[config.mk]
export PLATFORM = sky130hd
export DESIGN_NAME = uart_buffered
export DESIGN_NICKNAME = d
export VERILOG_FILES = /design/src/rtl/uart_buffered.sv
export SDC_FILE = /design/constraint.sdc
export NUM_CORES = 1
export LEC_CHECK = 0
export CAP_MARGIN = 30
export CELL_PAD_IN_SITES_DETAIL_PLACEMENT = 2
export CELL_PAD_IN_SITES_GLOBAL_PLACEMENT = 2
export CORE_MARGIN = 5
export CORE_UTILIZATION = 44
export CTS_CLUSTER_SIZE = 28
export DETAILED_ROUTE_END_ITERATION = 8
export HOLD_SLACK_MARGIN = 0.1
export PLACE_DENSITY_LB_ADDON = 0.08
export SLEW_MARGIN = 20
export SYNTH_ARGS = -nofsm -noshare
export SYNTH_HDL_FRONTEND = slang
export SYNTH_SLANG_ARGS = --single-unit
[constraint.sdc]
create_clock -name clk -period 7.11 [get_ports clk]
set_input_delay 1.0665 -clock clk [delete_from_list [all_inputs] [get_ports clk]]
set_output_delay 1.0665 -clock clk [all_outputs]
set_load 0.01 [all_outputs]
[src/rtl/uart_buffered.sv]
// uart_buffered: memory-mapped UART with TX and RX FIFOs.
//
// Ports
//   clk        - system clock, all state on the rising edge
//   resetn     - asynchronous active-low reset
//   rx         - serial receive line (idle high, asynchronous to clk)
//   tx         - serial transmit line (idle high)
//   read/write - single-cycle bus strobes
//   address    - byte address; a 16-byte window at BASE_ADDRESS
//                (0x0 DATA, 0x4 STATUS, 0x8 CTRL, 0xC DIVISOR)
//   write_data - bus write data
//   read_data  - combinational read data, zero when not reading
//   irq        - registered level interrupt request

// Small synchronous FIFO used for both directions. A pop frees a slot, so
// a push in the same cycle is accepted even when the FIFO is full.
module uart_buffered_fifo #(
    parameter int WIDTH = 8,
    parameter int DEPTH = 8
) (
    input  logic             clk,
    input  logic             resetn,
    input  logic             push,
    input  logic             pop,
    input  logic [WIDTH-1:0] push_data,
    output logic [WIDTH-1:0] head,
    output logic             empty,
    output logic             full
);
    localparam int PTR_W = $clog2(DEPTH);
    localparam int CNT_W = PTR_W + 1;

    logic [WIDTH-1:0] mem [DEPTH];
    logic [PTR_W-1:0] wr_ptr;
    logic [PTR_W-1:0] rd_ptr;
    logic [CNT_W-1:0] count;
    logic             do_pop;
    logic             do_push;

    assign empty   = (count == '0);
    assign full    = (count == CNT_W'(DEPTH));
    assign do_pop  = pop && !empty;
    assign do_push = push && (!full || do_pop);
    assign head    = mem[rd_ptr];

    always_ff @(posedge clk) begin
        if (do_push) mem[wr_ptr] <= push_data;
    end

    // Pointers wrap naturally because DEPTH is a power of two.
    always_ff @(posedge clk or negedge resetn) begin
        if (!resetn) begin
            wr_ptr <= '0;
            rd_ptr <= '0;
            count  <= '0;
        end else begin
            if (do_push) wr_ptr <= wr_ptr + PTR_W'(1);
            if (do_pop)  rd_ptr <= rd_ptr + PTR_W'(1);
            count <= count + CNT_W'(do_push) - CNT_W'(do_pop);
        end
    end
endmodule

module uart_buffered #(
    parameter int          CLOCK_FREQ   = 25000000,
    parameter int          BIT_RATE     = 9600,
    parameter int          PAYLOAD_BITS = 8,
    parameter int          BUFFER_SIZE  = 8,
    parameter logic [31:0] BASE_ADDRESS = 32'h00001000
) (
    input  logic        clk,
    input  logic        resetn,
    input  logic        rx,
    output logic        tx,
    input  logic        read,
    input  logic        write,
    input  logic [31:0] address,
    input  logic [31:0] write_data,
    output logic [31:0] read_data,
    output logic        irq
);
    localparam logic [15:0] RESET_DIVISOR = 16'(CLOCK_FREQ / BIT_RATE);
    localparam int          IDX_W         = $clog2(PAYLOAD_BITS);
    localparam logic [IDX_W-1:0] LAST_BIT = IDX_W'(PAYLOAD_BITS - 1);

    typedef enum logic [2:0] {IDLE, START, DATA, PARITY, STOP} uart_state_t;

    // Register window decode
    logic       sel;
    logic [1:0] offset;
    logic       data_wr, data_rd, status_wr, ctrl_wr, div_wr;
    logic       unused_bus;

    assign sel        = (address[31:4] == BASE_ADDRESS[31:4]);
    assign offset     = address[3:2];
    assign data_wr    = write && sel && (offset == 2'd0);
    assign status_wr  = write && sel && (offset == 2'd1);
    assign ctrl_wr    = write && sel && (offset == 2'd2);
    assign div_wr     = write && sel && (offset == 2'd3);
    assign data_rd    = read  && sel && (offset == 2'd0);
    assign unused_bus = ^{address[1:0], write_data[31:16]};

    // CTRL: 0 TX_EN, 1 RX_EN, 2 PAR_EN, 3 PAR_ODD, 4 STOP2, 5 RX_IE, 6 TX_IE
    logic [6:0]  ctrl;
    logic [15:0] divisor;
    logic        rx_ovf, frame_err, parity_err, tx_ovf;
    logic        rx_ovf_set, frame_err_set, parity_err_set, tx_ovf_set;
    logic [3:0]  status_clr;

    // FIFO hookup
    logic [PAYLOAD_BITS-1:0] tx_head, rx_head, rx_word;
    logic tx_empty, tx_full, tx_pop;
    logic rx_empty, rx_full, rx_pop, rx_valid;

    assign rx_pop = data_rd && !rx_empty;

    uart_buffered_fifo #(.WIDTH(PAYLOAD_BITS), .DEPTH(BUFFER_SIZE)) u_tx_fifo (
        .clk(clk), .resetn(resetn), .push(data_wr), .pop(tx_pop),
        .push_data(write_data[PAYLOAD_BITS-1:0]), .head(tx_head),
        .empty(tx_empty), .full(tx_full)
    );

    uart_buffered_fifo #(.WIDTH(PAYLOAD_BITS), .DEPTH(BUFFER_SIZE)) u_rx_fifo (
        .clk(clk), .resetn(resetn), .push(rx_valid), .pop(rx_pop),
        .push_data(rx_word), .head(rx_head),
        .empty(rx_empty), .full(rx_full)
    );

    // A write or received byte is dropped only if no pop frees a slot that cycle.
    assign tx_ovf_set = data_wr && tx_full && !tx_pop;
    assign rx_ovf_set = rx_valid && rx_full && !rx_pop;
    assign status_clr = status_wr ? write_data[8:5] : 4'b0;

    // ---------------- Transmitter ----------------
    uart_state_t             tx_state, tx_next;
    logic [15:0]             tx_count, tx_div;
    logic [IDX_W-1:0]        tx_index;
    logic [PAYLOAD_BITS-1:0] tx_shift;
    logic                    tx_parity, tx_par_en, tx_stop2, tx_second_stop;
    logic                    tx_line, tx_bit_end, tx_busy;

    assign tx_bit_end = (tx_count == tx_div - 16'd1);
    assign tx_busy    = (tx_state != IDLE);
    assign tx         = tx_line;

    always_ff @(posedge clk or negedge resetn) begin
        if (!resetn) tx_state <= IDLE;
        else         tx_state <= tx_next;
    end

    // TX_EN is only looked at in IDLE, so clearing it lets a frame finish.
    always_comb begin
        tx_next = tx_state;
        tx_pop  = 1'b0;
        case (tx_state)
            IDLE:   if (ctrl[0] && !tx_empty) begin
                        tx_pop  = 1'b1;
                        tx_next = START;
                    end
            START:  if (tx_bit_end) tx_next = DATA;
            DATA:   if (tx_bit_end && tx_index == LAST_BIT)
                        tx_next = tx_par_en ? PARITY : STOP;
            PARITY: if (tx_bit_end) tx_next = STOP;
            STOP:   if (tx_bit_end && (tx_second_stop || !tx_stop2)) tx_next = IDLE;
            default: tx_next = IDLE;
        endcase
    end

    // Frame format and divisor are captured at frame start; tx_line is
    // registered and always carries the bit of the current state.
    always_ff @(posedge clk or negedge resetn) begin
        if (!resetn) begin
            tx_count       <= '0;
            tx_div         <= RESET_DIVISOR;
            tx_index       <= '0;
            tx_shift       <= '0;
            tx_parity      <= 1'b0;
            tx_par_en      <= 1'b0;
            tx_stop2       <= 1'b0;
            tx_second_stop <= 1'b0;
            tx_line        <= 1'b1;
        end else if (tx_state == IDLE) begin
            tx_count <= '0;
            if (tx_pop) begin
                tx_shift       <= tx_head;
                tx_parity      <= (^tx_head) ^ ctrl[3];
                tx_div         <= divisor;
                tx_index       <= '0;
                tx_par_en      <= ctrl[2];
                tx_stop2       <= ctrl[4];
                tx_second_stop <= 1'b0;
                tx_line        <= 1'b0;
            end
        end else begin
            tx_count <= tx_bit_end ? 16'd0 : tx_count + 16'd1;
            if (tx_bit_end) begin
                case (tx_state)
                    START: tx_line <= tx_shift[0];
                    DATA: begin
                        tx_index <= tx_index + IDX_W'(1);
                        tx_shift <= tx_shift >> 1;
                        if (tx_index == LAST_BIT) tx_line <= tx_par_en ? tx_parity : 1'b1;
                        else                      tx_line <= tx_shift[1];
                    end
                    PARITY: tx_line <= 1'b1;
                    STOP: begin
                        tx_second_stop <= 1'b1;
                        tx_line        <= 1'b1;
                    end
                    default: tx_line <= 1'b1;
                endcase
            end
        end
    end

    // ---------------- Receiver ----------------
    uart_state_t             rx_state, rx_next;
    logic                    rx_meta, rx_sync, rx_prev, rx_fall;
    logic [15:0]             rx_count, rx_div;
    logic [IDX_W-1:0]        rx_index;
    logic [PAYLOAD_BITS-1:0] rx_shift;
    logic                    rx_par_en, rx_par_odd, rx_par_bit, rx_parity_ok, rx_sample;

    // Edge detection needs rx_prev high, so after a framing error the
    // receiver cannot re-arm until the line has returned high.
    assign rx_fall      = rx_prev && !rx_sync;
    assign rx_sample    = (rx_state == START) ? (rx_count == (rx_div >> 1) - 16'd1)
                                              : (rx_count == rx_div - 16'd1);
    assign rx_parity_ok = !rx_par_en || (rx_par_bit == ((^rx_shift) ^ rx_par_odd));
    assign rx_word      = rx_shift;

    always_ff @(posedge clk or negedge resetn) begin
        if (!resetn) begin
            rx_meta  <= 1'b1;
            rx_sync  <= 1'b1;
            rx_prev  <= 1'b1;
            rx_state <= IDLE;
        end else begin
            rx_meta  <= rx;
            rx_sync  <= rx_meta;
            rx_prev  <= rx_sync;
            rx_state <= rx_next;
        end
    end

    always_comb begin
        rx_next        = rx_state;
        rx_valid       = 1'b0;
        frame_err_set  = 1'b0;
        parity_err_set = 1'b0;
        case (rx_state)
            IDLE:   if (rx_fall && ctrl[1]) rx_next = START;
            START:  if (rx_sample) rx_next = rx_sync ? IDLE : DATA;
            DATA:   if (rx_sample && rx_index == LAST_BIT)
                        rx_next = rx_par_en ? PARITY : STOP;
            PARITY: if (rx_sample) rx_next = STOP;
            STOP:   if (rx_sample) begin
                        rx_next        = IDLE;
                        frame_err_set  = !rx_sync;
                        parity_err_set = rx_sync && !rx_parity_ok;
                        rx_valid       = rx_sync && rx_parity_ok;
                    end
            default: rx_next = IDLE;
        endcase
    end

    always_ff @(posedge clk or negedge resetn) begin
        if (!resetn) begin
            rx_count   <= '0;
            rx_div     <= RESET_DIVISOR;
            rx_index   <= '0;
            rx_shift   <= '0;
            rx_par_en  <= 1'b0;
            rx_par_odd <= 1'b0;
            rx_par_bit <= 1'b0;
        end else if (rx_state == IDLE) begin
            rx_count <= '0;
            if (rx_fall && ctrl[1]) begin
                rx_div     <= divisor;
                rx_index   <= '0;
                rx_par_en  <= ctrl[2];
                rx_par_odd <= ctrl[3];
            end
        end else begin
            rx_count <= rx_sample ? 16'd0 : rx_count + 16'd1;
            if (rx_sample && rx_state == DATA) begin
                rx_shift <= {rx_sync, rx_shift[PAYLOAD_BITS-1:1]};
                rx_index <= rx_index + IDX_W'(1);
            end
            if (rx_sample && rx_state == PARITY) rx_par_bit <= rx_sync;
        end
    end

    // ---------------- Registers and interrupt ----------------
    // Sticky flags: a set event in the same cycle beats a clear.
    always_ff @(posedge clk or negedge resetn) begin
        if (!resetn) begin
            ctrl       <= 7'h03;
            divisor    <= RESET_DIVISOR;
            rx_ovf     <= 1'b0;
            frame_err  <= 1'b0;
            parity_err <= 1'b0;
            tx_ovf     <= 1'b0;
            irq        <= 1'b0;
        end else begin
            if (ctrl_wr) ctrl <= write_data[6:0];
            if (div_wr)  divisor <= (write_data[15:0] < 16'd16) ? 16'd16 : write_data[15:0];
            rx_ovf     <= rx_ovf_set     || (rx_ovf     && !status_clr[0]);
            frame_err  <= frame_err_set  || (frame_err  && !status_clr[1]);
            parity_err <= parity_err_set || (parity_err && !status_clr[2]);
            tx_ovf     <= tx_ovf_set     || (tx_ovf     && !status_clr[3]);
            irq        <= (ctrl[5] && !rx_empty) || (ctrl[6] && tx_empty && !tx_busy)
                          || rx_ovf || frame_err || parity_err;
        end
    end

    always_comb begin
        read_data = '0;
        if (read && sel) begin
            case (offset)
                2'd0: if (!rx_empty) read_data[PAYLOAD_BITS-1:0] = rx_head;
                2'd1: read_data[8:0] = {tx_ovf, parity_err, frame_err, rx_ovf, tx_busy,
                                        tx_full, tx_empty, rx_full, !rx_empty};
                2'd2: read_data[6:0] = ctrl;
                default: read_data[15:0] = divisor;
            endcase
        end
    end
endmodule

== Yosys cells after proc, flatten, opt, wreduce, memory -nomap -nowiden ==
Memories as Yosys holds them, arrays and structs flattened.
Index checks and enable logic that the tools add are counted.

* Register bits: 151
* Word-level logic and storage cells: 230
* RAM bits: 128
* Bits of input ports: 69
* Memories: 2

{| class="wikitable"
|+ Memory list
! name !! words !! bits a word !! rd ports !! clocked after Yosys merged registers in !! write ports !! line !! text
|-
| u_rx_fifo.mem || 8 || 8 || 1 || 0 || 1 || 33 || <nowiki>logic [WIDTH-1:0] mem [DEPTH];</nowiki>
|-
| u_tx_fifo.mem || 8 || 8 || 1 || 0 || 1 || 33 ||
|}

* $lt $le $gt $ge: 1
* Reduce and logical (&&, ||, !) cells: 84
* Add/subtract/negate cells: 15
* Bitwise gates (word level): 3
* Equal/unequal tests: 31
* Muxes and demuxes: 60

{| class="wikitable"
|+ Operators with widths
! kind !! number
|-
| 2-to-1 mux 16 bit || 6
|-
| 2-to-1 mux 3 bit || 19
|-
| == test 16 bit || 3
|-
| 2-to-1 mux 8 bit || 5
|-
| logical AND 1 bit || 33
|-
| adder 16 x 1 -> 16 bit (second input constant) || 2
|-
| subtractor 16 x 1 -> 16 bit (second input constant) || 2
|-
| case mux 3 bit (5 select lines) || 2
|-
| == test 28 x 9 -> 1 bit (second input constant) || 1
|-
| inequality test 2 bit (second input constant) || 11
|-
| 2-to-1 mux 1 bit || 21
|-
| case mux 7 bit (3 select lines) || 1
|-
| adder 3 x 1 -> 3 bit (second input constant) || 6
|-
| less-than comparator 16 x 5 -> 1 bit (second input constant) || 1
|-
| XOR reduction 8 bit || 2
|-
| subtractor 15 x 1 -> 16 bit (second input constant) || 1
|-
| zero test 1 bit || 15
|-
| == test 3 x 2 -> 1 bit (second input constant) || 4
|-
| == test 3 bit (second input constant) || 4
|-
| logical OR 1 bit || 12
|-
| AND reduction 2 bit || 6
|-
| AND reduction 5 bit || 2
|-
| adder 4 x 1 -> 4 bit || 2
|-
| == test 4 bit (second input constant) || 2
|-
| other kinds (20) || 31
|}

== Logic depth before layout (Yosys ltp) ==
* Depth after elaboration: 10
* Mapped depth: 17
* Depth with buffers taken out: 14

== Hierarchy ==
Synthesis repeated with hierarchy kept, for this count alone.

* Cells, all modules: 1154
* Area total of the unflattened synthesis: 14138.6 sq um

{| class="wikitable"
|+ Modules (own cells, without submodules)
! module !! instances !! cells an instance !! area an instance (sq um)
|-
| uart_buffered || 1 || 846 || 7947.6
|-
| uart_buffered_fifo (u_tx_fifo) || 1 || 155 || 3098.0
|-
| uart_buffered_fifo (u_rx_fifo) || 1 || 153 || 3093.0
|}

== Least setup slack after synthesis ==
Ideal clock, no wire load.

* Path kind: reg-to-reg
* Start point: reg rx_state[1]
* End point: mem u_rx_fifo.mem[2][0], enable pin
* Period minus slack after synthesis: 4676 ps
* Data required time: 6715 ps
* Stages on the path, launching flop included: 15
* Slack: 2434 ps
* Data arrival time: 4281 ps
* Buffers on the path: 3
* Cells stage by stage: dfrtp_1 -> buf_2 -> nor3b_4 -> buf_4 -> buf_4 -> mux2i_1 -> ha_1 -> nor3b_1 -> mux2_2 -> nand4_2 -> or3_4 -> a2111oi_4 -> nand4_2 -> nor2_4 -> nor4bb_1

* Longest elaborated chain between the ends: 7
* Elaborated cells on any way between the ends: 8
* Classes of those cells: eq/ne (2); mux (5); reduce/logical (1)

{| class="wikitable"
|+ Ends and longest elaborated chain
! element !! line !! text
|-
| from (decl) || 217 || <nowiki>uart_state_t rx_state, rx_next;</nowiki>
|-
| from (signal assigned) || 242 || <nowiki>rx_state <= rx_next;</nowiki>
|-
| == test 3 x 1 -> 1 bit || 227 || <nowiki>assign rx_sample = (rx_state == START) ? (rx_count == (rx_div >> 1) - 16'd1)</nowiki>
|-
| 2-to-1 mux 1 bit || 227 ||
|-
| 2-to-1 mux 1 bit || 257 || <nowiki>STOP: if (rx_sample) begin</nowiki>
|-
| 2-to-1 mux 1 bit * || 251 || <nowiki>case (rx_state)</nowiki>
|-
| logical AND 1 bit * || 43 || <nowiki>assign do_push = push && (!full || do_pop);</nowiki>
|-
| net u_rx_fifo.do_push || 38 || <nowiki>logic do_push;</nowiki>
|-
| 2-to-1 mux 1 bit * || 47 || <nowiki>if (do_push) mem[wr_ptr] <= push_data;</nowiki>
|-
| 2-to-1 mux 1 bit (not written as such) * || 47 ||
|-
| to (decl) || 33 ||
|}

The timed path passes the listed nets; every way through them passes the cells marked *.

== Worst setup path after layout ==
* Start point: in address[6]
* End point: out read_data[6]

* Longest elaborated chain between the ends: 3

{| class="wikitable"
|+ Ends and longest elaborated chain
! element !! line !! text
|-
| from (decl) || 77 || <nowiki>input logic [31:0] address,</nowiki>
|-
| == test 28 x 9 -> 1 bit || 94 || <nowiki>assign sel = (address[31:4] == BASE_ADDRESS[31:4]);</nowiki>
|-
| logical AND 1 bit || 319 || <nowiki>if (read && sel) begin</nowiki>
|-
| 2-to-1 mux 16 bit || 319 ||
|-
| to (decl) || 79 || <nowiki>output logic [31:0] read_data,</nowiki>
|}

Every way passes these cells.

==> out/qor.txt <==
SETUP PATH
--------------------------------------------------------------------------
Worst-path cell chain                                         clkdlybuf4s50_1, nor4_1, and4_1, nand3_1, a211oi_1, clkdlybuf4s50_1
CP arrival                                                         3.80 ns
Kind of launch point of the worst setup path                    input port
Cell with the most instances on the worst path                clkdlybuf4s50_1
Worst reg-to-reg setup slack                                       2.28 ns
Crit Path Class                                               input port to primary output
Maximum net fanout on the critical path                                 12
Delay contributed by the slowest stage of the critical path        0.67 ns
Required time reported for the critical path endpoint              6.04 ns
Cell type of the slowest stage on the worst timing path       clkdlybuf4s50_1
Crit. End Element                                             primary output

LAYOUT
--------------------------------------------------------------------------
Number of nets in the layout                                          1333
Antenna diode count                                                      0
Layout cell share with drive strength beyond 1                       15.7%
Post-Layout Inst Area                                          16100 sq um
Synth-to-Final Area Change                                           15.4%

GRT
--------------------------------------------------------------------------
Total routing usage reported by global routing                       21.7%
Wire length of the first global-routing pass                       61.4 mm
Antenna violations before repair                                         0
Congestion Overflow GR                                                   0
Via count of the first global-routing pass                           10600
Pin count of the biggest net entering global routing                    92

YOSYS
--------------------------------------------------------------------------
Register area share after synthesis                                  54.8%
Area of the mapped netlist                                     14000 sq um
Synthesis warning total                                                  0
Average instance area after synthesis                           12.0 sq um
Post-synth EDFFs                                                       128
Cell variety after synth                                                81
Post-Synthesis Cells                                                  1167
Async set-reset flop share out of synthesis                          54.1%
Top FF cell, synth                                                 dfrtp_1
Flip-flop and latch count after synthesis                              279

CTS
--------------------------------------------------------------------------
Clock transition at path regs                                      0.06 ns
H-Tree Level Count                                                       1
Library cell used as clock root buffer                           clkbuf_16
Longest Clk Path Bufs                                                    3
Clock buffers created by TritonCTS                                      30
Setup bufs post-CTS                                                      0
Gates resized, CTS repair                                                0
Sinks on the clock net                                                 279
Clock tree from TritonCTS                                              yes
CTS Hold Buffers Added                                                   0
Worst-skew pair later-pin latency                                  0.55 ns

OUTCOME
--------------------------------------------------------------------------
Outcome                                                          completed

ROUTING
--------------------------------------------------------------------------
Antenna-violating nets left                                              0
Average via count per standard cell                                   5.70
First-pass iteration count of the detailed router                        5
Routed via count                                                      9484
Wirelength per Cell                                                23.2 um
Overall routed net length                                          38.5 mm
DRC Markers                                                              0
Starting DRT DRC Count                                                 537

PLACE
--------------------------------------------------------------------------
Area of placed instances                                       15000 sq um
HPWL after detailed placement                                      27.1 mm
Number of buffers inserted by port buffering                            68
Gp weighted congestion                                               0.762

FLOORPLANNING
--------------------------------------------------------------------------
Core Box Area                                                  31500 sq um
Floorplan die area                                             35400 sq um
Width of the chip                                                   188 um
Row Count                                                               65
Boundary Pins                                                          103
Initial Util                                                         44.4%
Chip Height                                                         188 um

FLOW RUN
--------------------------------------------------------------------------
Max-cap violations                                                       0

STA
--------------------------------------------------------------------------
Max-Slew Margin vs Limit                                             35.7%
Final period util                                                    68.5%
Actual transition at the worst max-transition pin                 0.961 ns
Unrepaired setup endpoints after global routing                         no
Final Hold Violating Endpoints                                           0
Post-Route Skew                                                  0.0126 ns
Final total negative setup slack                                      0 ns
Final worst path period need                                       4.87 ns
Final count of pins violating max slew                                   0
F_max                                                            0.205 GHz
Number of endpoints failing setup at the final stage                     0

WORST HOLD PATH
--------------------------------------------------------------------------
Path class of the lowest-slack min-delay path                 flip-flop to flip-flop

POWER AND IR DROP
--------------------------------------------------------------------------
Standby leakage power                                              6.57 nW
Ratio of total power to cell area                              212 nW/um^2
Worst vdd ir                                                      0.196 mV

[state kept, by name, indices dropped and copies added (netlist names), 4 cells and up]
signal / flops
ctrl: 7
divisor: 16
rx_count: 16
rx_div: 16
rx_shift: 8
tx_count: 16
tx_div: 16
tx_shift: 8
u_rx_fifo.count: 4
u_rx_fifo.mem: 64
u_tx_fifo.count: 4
u_tx_fifo.mem: 64
[synth_stat cells, types with 20 or more instances]
cell / instances / area share [%]
nand3_1: 39 / 1.4
mux2_2: 45 / 3.6
mux4_2: 32 / 5.2
nor2_1: 80 / 2.2
edfxtp_1: 128 / 28
ha_1: 24 / 2.2
o21ai_0: 37 / 1.3
inv_1: 36 / 0.97
mux2i_1: 24 / 1.7
clkbuf_1: 30 / 0.81
dfrtp_1: 130 / 23
xor2_1: 38 / 2.4
nand2_1: 150 / 4.0
a21oi_1: 21 / 0.75
dfstp_2: 21 / 4.0
xnor2_1: 51 / 3.2
buf_4: 20 / 1.1
[layout make-up]
class	instances	area [sq um]
clock buffers	39	863
well taps	402	503
fillers	3075	15400
inverters	37	139
flip-flops and latches	279	7650
repair buffers	90	872
clock inverters	17	200
multi-input cells	800	5880
[worst paths after layout]
check / startpoint / to / cells past startpoint
max: address[6] / read_data[6] / 6
min: rx_meta / rx_sync / 0
min in group asynchronous: resetn / tx_shift[4] / 1
max in group asynchronous: resetn / rx_count[4] / 3
max reg2reg: rx_state[0] / u_rx_fifo.mem[5][5] / 12
min reg2reg: rx_meta / rx_sync / 0
[per-stage QoR]
| step | setup WS (ns) | util [%] | cells | hold WS (ns) | power (mW) |
|---|---|---|---|---|---|
| CTS | 2.20 | 51.0 | 1660 | 0.356 | 3.46 |
| finish | 2.24 | 51.2 | 1664 | 0.356 | 3.42 |
| detailed placement | 2.20 | 47.6 | 1604 | 0.347 | 1.79 |
| global route | 1.92 | 51.2 | 1664 | 0.365 | 3.55 |
| global placement | 2.26 | 47.6 | 1602 | 0.346 | 1.79 |
| floorplan | 2.43 | - | 1182 | 0.345 | 1.74 |
[worst max-delay path, delay by kind of cell]
kind	cells	cell delay [ns]
compound gates	1	0.65
buf+inv	2	1.10
simple gates	3	0.98
[routing by layer]
layer  GRT usage (%)  vias to the layer above  share of wire, %
met1            28.0                     4930                43
met5               0                        -                 0
met3            2.23                       46               2.3
met4            4.83                        0               2.2
li1                -                     4369                 -
met2            39.5                      139                53
[cell usage in the layout (no fill, tap or decap), types with 10 or more instances in the layout]
cell	count
a211oi_1	11
a21oi_1	21
and2_1	13
and3_1	16
buf_4	18
clkbuf_16	31
clkdlybuf4s50_1	67
conb_1	16
dfrtp_1	129
dfstp_2	21
edfxtp_1	128
ha_1	24
inv_1	36
mux2_2	45
mux2i_1	24
mux4_2	32
nand2_1	150
nand2b_1	10
nand3_1	39
nor2_1	79
nor3_1	16
nor4_1	19
o21ai_0	37
o31ai_1	13
xnor2_1	51
xor2_1	38
[logic make-up after synthesis]
kind of cell / count (synthesis) / share of synthesized area (%)
xor+xnor: 90 / 5.74
buf+inv: 103 / 3.52
other cells: 1 / 0.0269
simple gates: 418 / 15.2
flops: 279 / 54.8
mux: 104 / 10.8
compound gates: 146 / 7.53
fa+ha+maj: 26 / 2.44
[power breakdown]
part	total, mW	switching (mW)	leakage [nW]	internal, mW
Clock	1.66	0.653	0.534	1.00
Sequential	1.69	0.00109	3.27	1.68
Combinational	0.0773	0.0463	2.77	0.0310
No activity file was read; power rests on OpenSTA's default activity.
